File: config.mk
export PLATFORM = sky130hd
export DESIGN_NAME = opl3_i2s_tx
export DESIGN_NICKNAME = d
export VERILOG_FILES = /design/src/rtl/opl3_i2s_tx.sv
export SDC_FILE = /design/constraint.sdc
export NUM_CORES = 1
export LEC_CHECK = 0
export CORE_ASPECT_RATIO = 1.5
export CORE_UTILIZATION = 35
export CTS_BUF_LIST = sky130_fd_sc_hd__clkbuf_4 sky130_fd_sc_hd__clkbuf_8 sky130_fd_sc_hd__clkbuf_16
export CTS_CLUSTER_SIZE = 12
export DETAILED_ROUTE_END_ITERATION = 7
export PLACE_DENSITY = 0.55
export SKIP_LAST_GASP = 1
export SYNTH_ARGS = -nofsm -noshare
export SYNTH_HDL_FRONTEND = slang
export SYNTH_SLANG_ARGS = --single-unit
File: constraint.sdc
create_clock -name clk_i -period 7.65 [get_ports clk_i]
set_input_delay 1.1475 -clock clk_i [delete_from_list [all_inputs] [get_ports clk_i]]
set_output_delay 1.1475 -clock clk_i [all_outputs]
set_load 0.1 [all_outputs]
File: src/rtl/opl3_i2s_tx.sv
// opl3_i2s_tx: captures OPL3 channels on sample_clk, mixes to saturated stereo,
// buffers in a small FIFO and serialises as Philips I2S.
module opl3_i2s_tx #(
  parameter int BCLK_HALF  = 8,
  parameter int FIFO_DEPTH = 4,
  parameter int MIX_MODE   = 1
) (
  input  logic                          clk_i,
  input  logic                          rst_i,
  input  logic                          enable_i,
  input  logic                          clr_i,
  input  logic                          sample_clk_i,
  input  logic [15:0]                   channel_a_i,
  input  logic [15:0]                   channel_b_i,
  input  logic [15:0]                   channel_c_i,
  input  logic [15:0]                   channel_d_i,
  output logic                          i2s_bclk_o,
  output logic                          i2s_lrclk_o,
  output logic                          i2s_sdata_o,
  output logic [$clog2(FIFO_DEPTH):0]   fifo_level_o,
  output logic                          underrun_o,
  output logic                          overflow_o,
  output logic [15:0]                   underrun_cnt_o
);
  localparam int AW = $clog2(FIFO_DEPTH);
  localparam int DW = BCLK_HALF > 1 ? $clog2(BCLK_HALF) : 1;
  typedef enum logic {IDLE, RUN} state_t;
  state_t          state_q, state_d;
  logic [2:0]      sync_q, sync_d;
  logic [DW-1:0]   div_q, div_d;
  logic            bclk_q, bclk_d, lrclk_q, lrclk_d, sdata_q, sdata_d;
  logic            und_q, und_d, ovf_q, ovf_d;
  logic [5:0]      slot_q, slot_d;
  logic [AW:0]     wr_q, wr_d, rd_q, rd_d;
  logic [31:0]     mem_q [FIFO_DEPTH];
  logic [31:0]     mem_d [FIFO_DEPTH];
  logic [31:0]     held_q, held_d;
  logic [15:0]     cnt_q, cnt_d, cnt_base;
  logic            run, push, tick, fall, wrap, empty, full;
  logic            pop_ok, push_ok, und_ev, ovf_ev;
  logic [AW:0]     level;
  logic [5:0]      ns;
  logic [3:0]      idx;
  logic [16:0]     sum_l, sum_r;
  function automatic logic [15:0] sat(input logic [16:0] s);
    return (s[16] ^ s[15]) ? {s[16], {15{~s[16]}}} : s[15:0];
  endfunction
  always_comb begin
    run      = state_q == RUN && enable_i;
    push     = sync_q[1] & ~sync_q[2];
    level    = wr_q - rd_q;
    empty    = level == '0;
    full     = level == (AW+1)'(FIFO_DEPTH);
    tick     = run && div_q == DW'(BCLK_HALF - 1);
    fall     = tick & bclk_q;
    wrap     = fall && slot_q == 6'd63;
    pop_ok   = wrap & ~empty;
    und_ev   = wrap & empty;
    push_ok  = run & push & (~full | pop_ok);
    ovf_ev   = run & push & full & ~pop_ok;
    ns       = slot_q + 6'd1;
    // 16-ns and 48-ns share the same low nibble, so one index serves both words
    idx      = 4'd0 - ns[3:0];
    sum_l    = MIX_MODE != 0 ? {channel_a_i[15], channel_a_i} + {channel_c_i[15], channel_c_i}
                             : {channel_a_i[15], channel_a_i};
    sum_r    = MIX_MODE != 0 ? {channel_b_i[15], channel_b_i} + {channel_d_i[15], channel_d_i}
                             : {channel_b_i[15], channel_b_i};
    state_d  = enable_i ? RUN : IDLE;
    sync_d   = {sync_q[1:0], sample_clk_i};
    div_d    = (!run || tick) ? '0 : div_q + DW'(1);
    bclk_d   = run & (bclk_q ^ tick);
    slot_d   = !run ? '0 : fall ? ns : slot_q;
    lrclk_d  = !run ? 1'b0 : fall ? ns[5] : lrclk_q;
    sdata_d  = !run ? 1'b0 : !fall ? sdata_q :
               (ns >= 6'd1 && ns <= 6'd16)  ? held_q[{1'b1, idx}] :
               (ns >= 6'd33 && ns <= 6'd48) ? held_q[{1'b0, idx}] : 1'b0;
    wr_d     = run ? wr_q + (AW+1)'(push_ok) : '0;
    rd_d     = run ? rd_q + (AW+1)'(pop_ok) : '0;
    mem_d    = mem_q;
    if (push_ok) mem_d[wr_q[AW-1:0]] = {sat(sum_l), sat(sum_r)};
    held_d   = !run ? '0 : pop_ok ? mem_q[rd_q[AW-1:0]] : held_q;
    und_d    = (und_q & ~clr_i) | und_ev;
    ovf_d    = (ovf_q & ~clr_i) | ovf_ev;
    cnt_base = clr_i ? '0 : cnt_q;
    cnt_d    = (und_ev && cnt_base != 16'hFFFF) ? cnt_base + 16'd1 : cnt_base;
  end
  always_ff @(posedge clk_i or negedge rst_i) begin
    if (!rst_i) begin
      state_q <= IDLE;
      sync_q  <= '0;
      div_q   <= '0;
      bclk_q  <= 1'b0;
      lrclk_q <= 1'b0;
      sdata_q <= 1'b0;
      slot_q  <= '0;
      wr_q    <= '0;
      rd_q    <= '0;
      mem_q   <= '{default: '0};
      held_q  <= '0;
      und_q   <= 1'b0;
      ovf_q   <= 1'b0;
      cnt_q   <= '0;
    end else begin
      state_q <= state_d;
      sync_q  <= sync_d;
      div_q   <= div_d;
      bclk_q  <= bclk_d;
      lrclk_q <= lrclk_d;
      sdata_q <= sdata_d;
      slot_q  <= slot_d;
      wr_q    <= wr_d;
      rd_q    <= rd_d;
      mem_q   <= mem_d;
      held_q  <= held_d;
      und_q   <= und_d;
      ovf_q   <= ovf_d;
      cnt_q   <= cnt_d;
    end
  end
  assign i2s_bclk_o     = bclk_q;
  assign i2s_lrclk_o    = lrclk_q;
  assign i2s_sdata_o    = sdata_q;
  assign fifo_level_o   = level;
  assign underrun_o     = und_q;
  assign overflow_o     = ovf_q;
  assign underrun_cnt_o = cnt_q;
endmodule
==> impl_metrics.toml <==
[status]
status = "finished, final reports clean"

[synthesis]
synth_edf_count = 0
synth_area_mm2 = 0.0107
yosys_register_bits = 199
synthFlopType = "dfrtp_1"
syn_area_per_cell_um2 = 10.2
synth_nets = 1156
yosysUniqueCellTypes = 68
synth-seq-area-share = 0.467
synth_warnings = 0
syn_inst = 1041
ys_async_sr_fraction = 1.00

[timing]
final_max_slew_viol_count = 0
hold_viol = 0
timing.final.ws_setup_ns = 3.17
hold-worst-slack_ns = 0.352
rsz0062_at_grt = "false"
relSlewSlack = 0.242
max_freq_ghz = 0.223
fin_setup_tns_ns = 0
setup_viol = 0
fin_skew_ns = 0.0149
tightest_slew_ns = 1.13
fin_crit_ns = 4.48
fin_crit_sh = 0.586

[pwr]
peakVddDrop_mv = 0.113
power.density_mw_per_mm2 = 200
p_leak_nw = 5.37

[clock_tree]
worst_skew_pair.late_latency_ns = 0.44
clock-sinks = 199
tritoncts = "yes"
cts_buffers = 17
htree_levels = 4
root_buffer = "clkbuf_16"
cts_hold_buf = 0
cts_setup_buffers = 0
clk_pin_slew_worst_paths_ns = 0.07
cts_resized = 0
cts_buffer_depth = 2

[final_layout]
utilization = 0.422
area_delta_synth_final_pct = 17.8
nNetsFinal = 1230
diodes = 0
fin_area_mm2 = 0.0126
drive_above_1_share = 0.118

[worst_setup_path]
crit_type = "in -> reg"
worstPathMaxFanout = 33
r2r-end = "rd_q[2]$_DFF_PN0_"
critPathLaunchType = "input pin"
required_ns = 7.95
startpoint = "enable_i"
rrSetupSlack_ns = 3.69
rr_worst_depth = 11
reg2reg_from = "rd_q[0]$_DFF_PN0_"
crit_path_end = "rd_q[2]$_DFF_PN0_"
cp.arrival_ns = 4.78
endpoint_kind = "flop"

[floorplanning]
die_h_um = 216
row_count = 77
dieArea_mm2 = 0.0312
initial_core_util = 0.358
io_pins = 93
die_x_um = 145
core_area_mm2 = 0.0298

[global_route]
grt_max_degree = 92
grt_overflow = 0
antenna_found_initial = 0
grt_pass1_vias = 8136
gr-usage-all-layers = 0.175
grt_pass1_wl_um = 42500

[place]
io_buffers = 92
gp_congestion = 0.805
dpl-instance-area_mm2 = 0.0120
preCtsSetupSlack_ns = 2.66
hpwl_um = 17400

[route]
vias = 7904
wl_um = 25600
drc = 0
viasPerCell = 5.19
drt_pass1_iterations = 4
wire_per_inst_um = 16.8
drtIter0Drc = 339
ant_nets = 0

[worst_hold_path]
hold_start = "sync_q[0]$_DFF_PN0_"
hp-class = "reg -> reg"

[flow_run]
cap_viol_max_count = 0
[cells in the final DEF (no fill, tap or decap), types with 15 or more instances in the layout]
master and instances:
dfrtp_1 198, clkdlybuf4s50_1 91, ha_1 43, nor2_1 91, mux4_2 42, xnor2_1 24
o21ai_0 78, clkbuf_16 17, a21oi_1 130, mux2_2 22, nand2_1 143, xor2_1 17
and3_1 15, nand3_1 18, inv_1 28
[routing by layer]
layer | vias up | wire length [um] | GRT usage
met5 | - | 0 | 0
li1 | 3854 | - | -
met1 | 3864 | 10900 | 0.216
met3 | 34 | 859 | 0.0249
met2 | 152 | 13200 | 0.305
met4 | 0 | 562 | 0.0614
[stage by stage]
step                power [mW]  cells
floorplan                 1.46   1041
global placement          1.62   1491
detailed placement        1.63   1491
CTS                       2.54   1523
global route              2.63   1523
finish                    2.51   1523
[cells in the mapped netlist (10+ instances only)]
library cell,instances,area [um2]
a21o_1,10,75.1
xor2_1,17,149
clkbuf_1,36,135
mux2_2,22,248
nor2_1,91,342
nand3_1,18,90.1
a21oi_1,130,651
inv_1,28,105
nand2_1,143,537
xnor2_1,24,210
mux4_2,42,946
and3_1,15,93.8
dfrtp_1,199,4980
o21ai_0,78,390
ha_1,43,538
nand4_1,11,68.8
[sequential cells by signal, indices dropped and copies added (netlist names), 3 cells and up]
name and cells:
div_q 3, rd_q 3, mem_q 128, wr_q 3, held_q 32, sync_q 3, underrun_cnt_o 16, slot_q 6
[report_power, final]
part           switching (mW)  internal, mW  leakage, nW
registers              0.0332          1.11         2.69
clock network           0.437         0.475        0.291
logic                   0.257         0.197         2.39
total                   0.727          1.79         5.37
[logic make-up after synthesis]
logic type / count (synthesis) / share of synthesized area
buf+inv: 79 / 0.0311
mux: 68 / 0.116
simple gates: 324 / 0.136
fa+ha+maj: 49 / 0.0589
compound gates: 279 / 0.154
xor+xnor: 43 / 0.0375
flops: 199 / 0.467
[final cells by class]
class	instances	area, um2
Fill cell	2866	17200
Multi-Input combinational cell	763	5360
Sequential cell	199	4980
Timing Repair Buffer	105	1020
Tap cell	395	494
Clock buffer	18	439
Clock inverter	14	158
Inverter	29	109
[worst min-delay path by stage]
stage                                endpoint  slack (ns)  depth (start not counted)
final                     sync_q[1]$_DFF_PN0_        0.35                          0
after detailed placement  sync_q[1]$_DFF_PN0_        0.34                          0
after CTS                 sync_q[1]$_DFF_PN0_        0.35                          0
after global placement    sync_q[1]$_DFF_PN0_        0.34                          0
after global routing      sync_q[1]$_DFF_PN0_        0.36                          0
after floorplan           sync_q[1]$_DFF_PN0_        0.33                          0
[worst max-delay path, cell delays in order]
cell and delay [ns]:
clkdlybuf4s50_1 0.60, and3_1 0.20, ha_1 0.35, nand3_1 0.14, or2_2 0.30, or2_2 0.55, inv_1 0.86, ha_1 0.29
ha_1 0.15, xnor2_1 0.12, nor2_1 0.06
(Power assumes the default switching activity.)
